===== src/rtl/tdpram32_port_arb.sv =====
// Round-robin arbiter and burst sequencer sharing the 32-bit RAM port
// between M0 (CPU data) and M1 (DMA/debug). Each grant is one burst of
// 1..16 beats with incrementing, wrapping word addresses.
module tdpram32_port_arb #(
   parameter int unsigned ADDR_WIDTH = 13
) (
   input  logic                  clk,
   input  logic                  rst,
   input  logic                  m0_req,
   input  logic                  m0_we,
   input  logic [ADDR_WIDTH:0]   m0_addr,
   input  logic [3:0]            m0_blen,
   input  logic [3:0]            m0_byte_en,
   input  logic [31:0]           m0_wdata,
   output logic                  m0_gnt,
   output logic                  m0_ack,
   output logic                  m0_rvalid,
   output logic [31:0]           m0_rdata,
   input  logic                  m1_req,
   input  logic                  m1_we,
   input  logic [ADDR_WIDTH:0]   m1_addr,
   input  logic [3:0]            m1_blen,
   input  logic [3:0]            m1_byte_en,
   input  logic [31:0]           m1_wdata,
   output logic                  m1_gnt,
   output logic                  m1_ack,
   output logic                  m1_rvalid,
   output logic [31:0]           m1_rdata,
   output logic                  we_32,
   output logic                  rd_32,
   output logic [3:0]            byte_en_32,
   output logic [ADDR_WIDTH:0]   addr_32,
   output logic [31:0]           wdata_32,
   input  logic [31:0]           rdata_32
);

   localparam int unsigned WA = ADDR_WIDTH + 1;

   typedef enum logic {
      ST_IDLE  = 1'b0,
      ST_BURST = 1'b1
   } state_t;

   state_t          state_q, state_d;
   logic            owner_q, owner_d;    // 0 = M0, 1 = M1
   logic            we_q, we_d;
   logic [WA-1:0]   addr_q, addr_d;
   logic [3:0]      cnt_q, cnt_d;        // beats remaining after the current one
   logic            last_q, last_d;      // last winner, resets to M1
   logic            rvalid_q, rvalid_d;
   logic            rowner_q, rowner_d;
   logic            win;
   logic            burst;

   // State and burst context registers
   always_ff @(posedge clk or posedge rst) begin
      if (rst) begin
         state_q  <= ST_IDLE;
         owner_q  <= 1'b0;
         we_q     <= 1'b0;
         addr_q   <= '0;
         cnt_q    <= 4'd0;
         last_q   <= 1'b1;
         rvalid_q <= 1'b0;
         rowner_q <= 1'b0;
      end else begin
         state_q  <= state_d;
         owner_q  <= owner_d;
         we_q     <= we_d;
         addr_q   <= addr_d;
         cnt_q    <= cnt_d;
         last_q   <= last_d;
         rvalid_q <= rvalid_d;
         rowner_q <= rowner_d;
      end
   end

   // Arbitration in IDLE, beat sequencing in BURST
   always_comb begin
      state_d  = state_q;
      owner_d  = owner_q;
      we_d     = we_q;
      addr_d   = addr_q;
      cnt_d    = cnt_q;
      last_d   = last_q;
      rvalid_d = 1'b0;
      rowner_d = rowner_q;
      win      = 1'b0;
      case (state_q)
         ST_IDLE: begin
            if (m0_req || m1_req) begin
               win     = (m0_req && m1_req) ? ~last_q : m1_req;
               owner_d = win;
               last_d  = win;
               we_d    = win ? m1_we   : m0_we;
               addr_d  = win ? m1_addr : m0_addr;
               cnt_d   = win ? m1_blen : m0_blen;
               state_d = ST_BURST;
            end
         end
         ST_BURST: begin
            addr_d   = addr_q + WA'(1);
            cnt_d    = cnt_q - 4'd1;
            rvalid_d = ~we_q;
            rowner_d = owner_q;
            if (cnt_q == 4'd0) begin
               state_d = ST_IDLE;
            end
         end
         default: state_d = ST_IDLE;
      endcase
   end

   // RAM port and requester handshakes, decoded from registered state
   assign burst      = (state_q == ST_BURST);
   assign m0_gnt     = burst && !owner_q;
   assign m0_ack     = burst && !owner_q;
   assign m1_gnt     = burst && owner_q;
   assign m1_ack     = burst && owner_q;
   assign we_32      = burst && we_q;
   assign rd_32      = burst && !we_q;
   assign addr_32    = burst ? addr_q : '0;
   assign byte_en_32 = we_32 ? (owner_q ? m1_byte_en : m0_byte_en) : 4'h0;
   assign wdata_32   = we_32 ? (owner_q ? m1_wdata : m0_wdata) : 32'h0;

   // Read return steered to the owner of the captured read beat
   assign m0_rvalid  = rvalid_q && !rowner_q;
   assign m1_rvalid  = rvalid_q && rowner_q;
   assign m0_rdata   = m0_rvalid ? rdata_32 : 32'h0;
   assign m1_rdata   = m1_rvalid ? rdata_32 : 32'h0;

endmodule


===== config.mk =====
export PLATFORM = sky130hd
export DESIGN_NAME = tdpram32_port_arb
export DESIGN_NICKNAME = d
export VERILOG_FILES = /design/src/rtl/tdpram32_port_arb.sv
export SDC_FILE = /design/constraint.sdc
export NUM_CORES = 1
export LEC_CHECK = 0
export ABC_AREA = 1
export BUFFER_PORTS_ARGS = -buffer_cell sky130_fd_sc_hd__clkbuf_2
export CAP_MARGIN = 20
export CORE_AREA = 5 5 102 104
export DETAILED_ROUTE_END_ITERATION = 8
export DIE_AREA = 0 0 107 109
export PLACE_DENSITY = 0.71
export SLEW_MARGIN = 40
export SYNTH_ARGS = -nofsm -noshare
export SYNTH_HDL_FRONTEND = slang
export SYNTH_SLANG_ARGS = --single-unit

===== constraint.sdc =====
create_clock -name clk -period 1.7 [get_ports clk]
set_input_delay 0.34 -clock clk [delete_from_list [all_inputs] [get_ports clk]]
set_output_delay 0.34 -clock clk [all_outputs]
set_load 0.02 [all_outputs]

* Yosys cells after proc, flatten, opt, wreduce, memory -nomap -nowiden *
Index checks and enable logic that the tools add are counted.

operators by class
  mux-type cells = 19
  bitwise gates (word level) = 3
  equality and inequality tests = 1
  reductions and logical operators = 13
  add/sub/neg operators = 2

operators by type and width
  cell                   number
  $mux 32                4
  $mux 14                3
  $pmux 14 s2            1
  $mux 4                 4
  $add 14x1->14 const B  1
  $pmux 4 s2             1
  $logic_and 1x1->1      7
  $mux 1                 5
  $logic_not 4->1        1
  $sub 4x1->4 const B    1
  $logic_not 1->1        3
  $not 1->1              3
  $ne 2x2->1 const B     1
  $pmux 1 s2             1
  $reduce_and 2->1       1
  $logic_or 1x1->1       1

word-level totals
  bits of input ports = 146
  flip-flop bits (word level) = 24

* Longest topological paths before layout *
Gate-level depths: netlist of run 1.

  word-level depth = 5
  mapped depth = 8
  gate-level depth less buffers = 8

* Worst setup path after synthesis of run 1 *
Ideal clock, no wire load.

  path kind = register -> output
  start point = reg state_q (netlist: burst)
  end point = out m0_gnt
  data required time = 1.360 ns
  cell stages (with the launch flop) = 5
  data arrival time = 1.251 ns
  setup slack = 0.109 ns
  path through = dfrtp_1 > inv_1 > buf_2 > nor2_1 > buf_4

on the way
  word-level cells in the longest chain between the ends = 1

RTL lines
  element                   RTL line  source
  start: declaration        44        state_t state_q, state_d;
  start signal: assignment  67        state_q <= state_d;
  $logic_and 1x1->1         n/a
  end: declaration          15        output logic m0_gnt,

Every way passes these cells.

* Worst setup path after layout of run 1 *
  start point = reg owner_q
  end point = out wdata_32[27]

on the way
  word-level cells in the longest chain between the ends = 2

RTL lines
  element                   RTL line  source
  start: declaration        45        logic owner_q, owner_d;
  start signal: assignment  68        owner_q <= owner_d;
  $mux 32 (2 in a row)      124       assign wdata_32 = we_32 ? (owner_q ? m1_wdata : m0_wdata) : 32'h0;
  end: declaration          33        output logic [31:0] wdata_32,

Every way passes these cells.

==> results of run 1 <==
[layout make-up]
type / instances / area [um2]
fill: 951 / 4517
timing repair buffer: 296 / 2033
multi-input combinational: 360 / 1856
sequential: 24 / 604.3
inverter: 69 / 261.5
tap: 114 / 142.6
clock buffer: 4 / 45.04
[worst max-delay path: stages (launching register included)]
cell     delay (ps)
dfrtp_2         430
inv_4           100
buf_12          130
buf_16          120
nand2_1          50
a21oi_1         140
buf_4           170
[per-layer routing]
metal / up-vias / GRT usage, % / share of wire [%]
met5: - / 0 / 0
met4: 0 / 4.110 / 1.7
met3: 20 / 3.020 / 6.7
met2: 180 / 35.88 / 49
met1: 1786 / 27.30 / 42
li1: 2030 / - / -
[what timing repair did]
| action | in CTS | in global routing |
|---|---|---|
| pin swaps | 7 | 12 |
| setup endpoints to repair | 38 | 42 |
| buffers inserted | 5 | 1 |
| cloned | 5 | 2 |
| resized for setup | 96 | 81 |
[registers in the layout, indices dropped and copies added (netlist names)]
register  count
last_q        1
owner_q       1
rvalid_q      1
rowner_q      1
we_q          1
cnt_q         4
addr_q       14
burst         1
[report_power, final]
part	switching, mW	internal (mW)
Sequential	0.330	0.877
Clock	0.196	0.168
Combinational	4.46	3.01
Total	4.99	4.06
[worst max-delay path by stage]
stage | from | to | cells after the start
after floorplan | burst | m0_gnt | 4
after global placement | owner_q | wdata_32[22] | 4
after detailed placement | owner_q | wdata_32[22] | 4
after CTS | owner_q | wdata_32[19] | 5
after global routing | owner_q | wdata_32[27] | 6
final | owner_q | wdata_32[27] | 6
[logic make-up after synthesis]
kind of cell,after synthesis
adder cells (fa/ha/maj),3
flip-flops,24
XOR/XNOR,1
AND/OR/NAND/NOR,276
AO/OA/AOI/OAI,80
buffers and inverters,96
[per-stage QoR]
stage | cells | utilization (%) | power (mW)
after floorplan | 480 | - | 4.878
after global placement | 850 | 43.36 | 6.926
after detailed placement | 850 | 43.36 | 6.963
after CTS | 864 | 49.48 | 8.488
after global routing | 867 | 52.25 | 9.671
final | 867 | 52.25 | 9.045
[cell usage in the layout, fill, tap and decap left out, types with 15 or more instances in the layout]
cell type,synthesis,layout
clkbuf_2,0,225
nand2_1,144,124
nor2_1,98,95
inv_1,64,63
buf_4,4,29
a21oi_2,0,27
dfrtp_1,23,21
o21ai_0,19,19
nand3_1,18,18
nand2_2,5,17
clkbuf_8,0,15
==> flow_summary.json, run 1 <==
{
  "detail-route-antenna-nets": 0,
  "die_h_um": 109,
  "worst_slack_ps": -51.16,
  "synth_top_family_by_area": "simple AND/OR/NAND/NOR gates",
  "rr_startpoint": "burst",
  "yosys_register_bits": 24,
  "yosysSeqAreaShare_pct": 23.28,
  "synthCells": 480,
  "worstSetupEndpointType": "output pin",
  "pin_count": 268,
  "cts_hold_buf": 0,
  "drive_above_1_share_pct": 49.80,
  "overflow": 0,
  "netlist_area_mm2": 0.002585,
  "ir_drop_uv": 834.5,
  "vias": 4016,
  "cts_inserted_buffers": 3,
  "cts_root_buffer": "clkbuf_8",
  "synth.area.top_cells": "dfrtp_1 22%, nand2_1 21%, nor2_1 14%",
  "synth_cell_types": 28,
  "finClkSkew_ps": 12.11,
  "tightest_slew_ps": 342.3,
  "grt_use_total_pct": 20.61,
  "cellPowerDensity_mw_per_mm2": 1830,
  "yosysTopAreaCell": "dfrtp_1",
  "path_class": "flop to output pin",
  "final_nets": 903,
  "critPathArrivalTime_ps": 1410,
  "cts.sinks": 24,
  "synth_commonest_cells": "144 x nand2_1, 98 x nor2_1, 64 x inv_1",
  "drtIter0Drc": 301,
  "post-route-min-period_ps": 1751,
  "synth.most_common_cell": "nand2_1",
  "worstReg2RegEnd": "addr_q[7]",
  "post_drt_wl_per_cell_um": 15.79,
  "drv_cap": 0,
  "fp-row-count": 36,
  "dieArea_mm2": 0.01166,
  "synth_top_flop_cell": "dfrtp_1",
  "hold_path_class": "input port to asynchronous set/reset pin",
  "synth.mux.area_fraction_pct": 0,
  "synth_area_per_cell_um2": 5.385,
  "synthSimpleGateAreaFrac_pct": 42.84,
  "start_util_pct": 27.33,
  "synthAdderAreaFrac_pct": 1.452,
  "antenna_found_initial": 0,
  "hold_viol_final": 0,
  "post-place-ws_ps": 32.67,
  "violations": "negative setup slack",
  "cts.path.max_buffers": 2,
  "grt_pass1_vias": 3693,
  "clk_latency_ps": 270,
  "synth_warnings": 0,
  "area_delta_synth_final_pct": 91.19,
  "core_area_mm2": 0.009459,
  "r2r_cells": 6,
  "critPathRequiredTime_ps": 1360,
  "grt_pass1_wl_mm": 19.22,
  "syn_nets": 629,
  "fmax_mhz": 571.1,
  "synth_edf_count": 0,
  "min_period_over_period_pct": 103.0,
  "grt_max_degree": 34,
  "synth_xor_area_share_pct": 0.3388,
  "tns_ps": -615.3,
  "drtPass1Iterations": 4,
  "yosysTopAreaCellShare_pct": 22.27,
  "crit_path_start_kind": "flop",
  "p_leak_nw": 2.895,
  "ff2ff_setup_slack_ps": 180,
  "dp_hpwl_mm": 9.902,
  "cts_tree": "built",
  "htree_levels": 1,
  "final_cell_area_mm2": 0.004942,
  "die_x_um": 107,
  "viasPerCell": 4.632,
  "placed_area_mm2": 0.004101,
  "rsz0062_at_grt": "true",
  "ys_async_sr_fraction_pct": 100.0,
  "drc": 0,
  "whs_ps": 87.80,
  "place.gp.congestion": 0.8487,
  "synth_compound_area_share_pct": 16.46,
  "wirelength_mm": 13.69,
  "num_antenna_cells": 0,
  "max_slew_margin_pct": 77.18,
  "cp_max_fo": 9,
  "portBuffers": 267,
  "clk_pin_slew_ps": 100,
  "setup_viol": 28,
  "run_status": "finished, violations left",
  "slew_violations": 0
}
No activity file was read; power rests on OpenSTA's default activity.
==> inputs of run 2 (changes only) <==
Settings changed: ABC_AREA 1 to default, CORE_AREA 5 5 102 104 to 2 2 103 105, DIE_AREA 0 0 107 109 to 0 0 105 107, PLACE_DENSITY 0.71 to 0.69.
Clock period 1.7 ns to 2 ns, I/O delays scaled along.
==> run 2 against run 1 <==
- the run now ends clean
- register-to-register slack better by 90 ps
- synthesized cell count shrank 26%
- first-iteration DRC count decreased by 25%
- non-clock buffer count decreased by 10
- worst hold slack better by 46 ps
- critical path depth is 2 lower
- final cell count decreased by 14%
- routed wire length shrank 17%
- power fell by 28%
- critical path type unchanged
- highest routed layer unchanged
==> flow_summary.json, run 2 <==
{
  "final_cell_mix": "267 x clkbuf_2, 52 x mux2i_1, 47 x nor2_1, 47 x and2_1, 33 x and3_1",
  "portBuffers": 267,
  "largest_register": "addr_q",
  "tightest_slew_ps": 372.3,
  "hold_viol_final": 0,
  "wirelength_mm": 11.37,
  "syn_nets": 504,
  "worst_slack_ps": 53.68,
  "synth.area.top_cells": "dfrtp_1 21%, mux2i_1 19%, and2_1 10%",
  "die_x_um": 105,
  "p_leak_nw": 2.495,
  "post_drt_wl_per_cell_um": 15.26,
  "die_h_um": 107,
  "start_util_pct": 27.78,
  "viasPerCell": 4.773,
  "netlist_area_mm2": 0.002804,
  "rsz0062_at_grt": "false",
  "tns_ps": 0,
  "post-route-min-period_ps": 1946,
  "critPathRequiredTime_ps": 1600,
  "p_sw_share_pct": 54.72,
  "area_delta_synth_final_pct": 55.56,
  "power_frac_comb_pct": 74.9,
  "clk_latency_ps": 280,
  "worstSetupEndpointType": "output pin",
  "synth_commonest_cells": "52 x mux2i_1, 47 x and2_1, 47 x nor2_1",
  "yosys_register_bits": 24,
  "synth.most_common_cell": "mux2i_1",
  "max_slew_margin_pct": 75.09,
  "largestRegisters": "addr_q x14, cnt_q x4",
  "ff2ff_setup_slack_ps": 270,
  "core_area_mm2": 0.01009,
  "cts.path.max_buffers": 2,
  "pin_count": 268,
  "yosysTopAreaCell": "dfrtp_1",
  "cts.sinks": 24,
  "finClkSkew_ps": 17.60,
  "rr_startpoint": "last_q",
  "synth_top_flop_cell": "dfrtp_1",
  "drive_above_1_share_pct": 49.26,
  "largest_register_ffs": 14,
  "htree_levels": 1,
  "drtPass1Iterations": 4,
  "detail-route-antenna-nets": 0,
  "dieArea_mm2": 0.01124,
  "cp_max_fo": 14,
  "synthCells": 355,
  "grt_use_total_pct": 18.74,
  "synth_area_per_cell_um2": 7.898,
  "crit_path_start_kind": "flop",
  "critPathArrivalTime_ps": 1550,
  "place.gp.congestion": 0.8024,
  "slew_violations": 0,
  "cts_tree": "built",
  "grt_max_degree": 38,
  "final_nets": 759,
  "synth_edf_count": 0,
  "synth_warnings": 0,
  "clk_pin_slew_ps": 100,
  "antenna_found_initial": 0,
  "layout_commonest_cell": "clkbuf_2",
  "cellPowerDensity_mw_per_mm2": 1493,
  "vias": 3556,
  "dp.cells": 739,
  "path_class": "flop to output pin",
  "power_switching_mw": 3.564,
  "layout.cells.non_filler": 745,
  "post-place-ws_ps": 269.9,
  "fmax_mhz": 513.8,
  "worstReg2RegEnd": "addr_q[2]",
  "run_status": "finished clean",
  "drtIter0Drc": 225,
  "setup_viol": 0,
  "r2r_cells": 5,
  "yosysTopAreaCellShare_pct": 20.53,
  "drv_cap": 0,
  "whs_ps": 133.4,
  "min_period_over_period_pct": 97.32,
  "grt_pass1_wl_mm": 17.17,
  "num_antenna_cells": 0,
  "hold_path_class": "input port to asynchronous set/reset pin",
  "p_seq_share_pct": 18.4,
  "overflow": 0,
  "cts_root_buffer": "clkbuf_8",
  "cts_inserted_buffers": 3,
  "yosysSeqAreaShare_pct": 21.46,
  "power.internal_mw": 2.950,
  "dp_hpwl_mm": 9.683,
  "fill_cells": 1041,
  "p_clk_share_pct": 6.7,
  "cts_hold_buf": 0,
  "grt_pass1_vias": 3268,
  "fp-row-count": 37,
  "ys_async_sr_fraction_pct": 100.0,
  "drc": 0,
  "synth_cell_types": 43,
  "ir_drop_uv": 679.3
}
run 2: changes by cell type after synthesis, sizes merged, moves of 8 or more:
| cell | previous run | this run |
|---|---|---|
| and2 | 0 | 48 |
| mux2i | 0 | 52 |
| clkbuf | 10 | 19 |
| a311oi | 0 | 9 |
| nand2 | 149 | 14 |
| nor2 | 104 | 47 |
| o2bb2ai | 0 | 9 |
| xnor2 | 0 | 11 |
| and3 | 0 | 33 |
| nand3 | 18 | 4 |
| o21ai | 23 | 5 |
| a21oi | 46 | 14 |
| inv | 69 | 7 |
| nor3 | 1 | 9 |
run 2: final cells by class:
class / instances / area, um2 / share of cell area, %
Clock buffer: 3 / 41.29 / 0.9466
Clock inverter: 1 / 30.03 / 0.6885
Inverter: 7 / 26.28 / 0.6024
Multi-Input combinational cell: 288 / 1984 / 45.50
Sequential cell: 24 / 605.6 / 13.88
Tap cell: 136 / 170.2 / 3.901
Timing Repair Buffer: 286 / 1504 / 34.48
run 2: worst max path at each step:
stage	start	endpoint	slack (ps)	depth (start not counted)
finish	owner_q	wdata_32[9]	50	4
global route	owner_q	wdata_32[9]	30	4
CTS	owner_q	wdata_32[22]	50	4
detailed placement	owner_q	wdata_32[22]	270	4
global placement	owner_q	wdata_32[23]	300	4
floorplan	owner_q	m0_gnt	310	4
run 2: repair_timing:
action / 4_1_cts / 5_1_grt
setup endpoints to repair: 7 / 5
resized for setup: 1 / 0
pin swaps: 0 / 0
endpoints found under the hold margin: 0 / 0
setup buffers: 0 / 2
run 2: power by group through the flow:
stage | logic (mW) | clock network, mW | registers (mW)
CTS | 4.83 | 0.448 | 1.21
global placement | 4.73 | 0 | 1.20
detailed placement | 4.82 | 0 | 1.21
global route | 5.29 | 0.472 | 1.25
floorplan | 3.50 | 0 | 0.970
finish | 4.88 | 0.436 | 1.20
run 2: metal layers:
metal	part of all wire, %	global-route usage (%)	vias to the layer above	wire, um
li1	-	-	1755	-
met1	44	25.62	1651	4978
met2	48	31.22	139	5491
met3	6.8	3.404	11	771
met4	1.1	3.238	0	125
met5	0	0	-	0
run 2: cell families (layout without fill, tap and decap cells):
| group | Yosys count | count (layout) | share of synthesized area [%] |
|---|---|---|---|
| and+or+nand+nor | 169 | 169 | 33.20 |
| muxes | 53 | 53 | 18.96 |
| AOI/OAI and AO/OA | 50 | 50 | 13.21 |
| buffers and inverters | 43 | 297 | 7.764 |
| DFF | 24 | 24 | 21.46 |
| xor gates and xnor gates | 13 | 13 | 4.061 |
| adders and majority gates | 3 | 3 | 1.339 |
run 2: stage by stage:
stage,area (um2),utilization (%),total power [mW]
5_1_grt,4362,43.22,7.011
6_report,4362,43.22,6.513
3_3_place_gp,4260,42.21,5.932
2_1_floorplan,2804,-,4.467
4_1_cts,4334,42.95,6.487
3_5_place_dp,4260,42.21,6.029
run 2: worst max-delay path, stage by stage (launching register included):
cell and delay, ps:
dfrtp_4 590, buf_4 170, mux2i_1 140, nor2_1 180, clkbuf_2 200
==> inputs of run 3 (changes only) <==
Settings changed: PLACE_DENSITY 0.69 to default.
==> run 3 against run 2 <==
- via count grew 0.37%
- clock skew shrank 15 ps
- sequential power shrank 7%
- sequential share of layout area grew 0.099 points
- combinational power is essentially flat
- first-iteration DRC count shrank 8.0%
- design area shrank 1.1%
- critical path depth is the same
- routed wire length grew 1.2%
- fmax grew 1.5%
==> flow_summary.json, run 3 (synthesized netlist as in run 2, its figures left out) <==
{
  "fmax_mhz": 521.7,
  "layout_commonest_cell": "clkbuf_2",
  "die_h_um": 107,
  "critPathArrivalTime_ps": 1520,
  "final_cell_area_mm2": 0.004313,
  "vias": 3569,
  "drive_above_1_share_pct": 48.76,
  "drv_cap": 0,
  "path_class": "flop to output pin",
  "drc": 0,
  "post-place-ws_ps": 289.0,
  "fp-row-count": 37,
  "grt_pass1_vias": 3329,
  "post-route-min-period_ps": 1917,
  "cts-resized-gates": 0,
  "worst_slack_ps": 83.05,
  "final_nets": 755,
  "worstSetupEndpointType": "output pin",
  "detail-route-antenna-nets": 0,
  "min_period_over_period_pct": 95.85,
  "cellPowerDensity_mw_per_mm2": 1466,
  "tns_ps": 0,
  "area_delta_synth_final_pct": 53.82,
  "slew_violations": 0,
  "grt_use_total_pct": 18.99,
  "placed_area_mm2": 0.004258,
  "largestRegisters": "addr_q x14, cnt_q x4",
  "die_x_um": 105,
  "finClkSkew_ps": 2.525,
  "cp_cell_sequence": "buf_4 > mux2i_1 > nor2_1 > clkbuf_2",
  "run_status": "finished clean",
  "grt_max_degree": 40,
  "portBuffers": 267,
  "max_stage_delay_ps": 470,
  "largest_register": "addr_q",
  "core_area_mm2": 0.01009,
  "start_util_pct": 27.78,
  "htree_levels": 1,
  "hold_viol_final": 0,
  "cts_hold_buf": 0,
  "tightest_slew_ps": 365.0,
  "overflow": 0,
  "dp_hpwl_mm": 9.691,
  "viasPerCell": 4.791,
  "max_slew_margin_pct": 75.67,
  "clk_latency_ps": 270,
  "p_leak_nw": 2.462,
  "cts_setup_buffers": 0,
  "crit_path_start_kind": "flop",
  "cp_max_fo": 10,
  "clk_pin_slew_ps": 90,
  "drtIter0Drc": 207,
  "hold_path_class": "input port to asynchronous set/reset pin",
  "dieArea_mm2": 0.01124,
  "post_drt_wl_per_cell_um": 15.44,
  "cts_tree": "built",
  "drtPass1Iterations": 8,
  "grt_pass1_wl_mm": 17.22,
  "critPathRequiredTime_ps": 1600,
  "cts_root_buffer": "clkbuf_8",
  "largest_register_ffs": 14,
  "pin_count": 268,
  "cp_slowest_cell": "dfrtp_2",
  "cts.sinks": 24,
  "ir_drop_uv": 534.5,
  "antenna_found_initial": 4,
  "final_util_pct": 42.73,
  "finalPower_mw": 6.323,
  "wirelength_mm": 11.50,
  "cts.path.max_buffers": 2,
  "place.gp.congestion": 0.8649,
  "rsz0062_at_grt": "false",
  "cts_inserted_buffers": 3,
  "setup_viol": 0,
  "final_cell_mix": "267 x clkbuf_2, 52 x mux2i_1, 47 x nor2_1, 47 x and2_1, 33 x and3_1"
}
==> run 3: final timing paths <==
path,end,slack [ps],cells after the start,from
setup / recovery,wdata_32[6],80,4,owner_q
hold / removal,addr_q[3],140,3,rst
setup reg to reg,addr_q[12],430,5,addr_q[1]
hold reg to reg,rvalid_q,530,1,we_q
max in group asynchronous,last_q,1560,3,rst
min in group clk,addr_q[6],370,3,m1_addr[6]
==> run 3: worst max-delay path: cells and delay by family (launching register included) <==
family	cells	cell delay (ps)
buffers and inverters	2	430
and+or+nand+nor	1	210
muxes	1	130
DFF	1	470
==> run 3: report_power, final <==
| group | internal (mW) | switching (mW) | total (mW) |
|---|---|---|---|
| Sequential | 0.751 | 0.371 | 1.12 |
| Clock | 0.143 | 0.167 | 0.310 |
| Combinational | 1.88 | 3.01 | 4.89 |
==> run 3: area by class of cell <==
type | count | area [um2]
clock buffers | 4 | 45.04
flip-flops and latches | 24 | 603.1
repair buffers | 282 | 1474
well taps | 136 | 170.2
diodes | 4 | 10.01
multi-input cells | 288 | 1984
inverters | 7 | 26.28
fillers | 1097 | 5779
==> run 3: per-stage QoR <==
step / instances / hold slack, ps
after floorplan: 355 / 413.9
after global placement: 737 / 457.1
after detailed placement: 737 / 455.1
after CTS: 741 / 156.3
after global routing: 745 / 164.8
final: 745 / 140.8
==> run 3: metal layers <==
metal / part of all wire, % / vias to the layer above / GRT usage [%]
met1: 42 / 1649 / 24.20
li1: - / 1754 / -
met4: 2.2 / 0 / 6.000
met5: 0 / - / 0
met3: 8.6 / 12 / 5.836
met2: 47 / 154 / 30.71
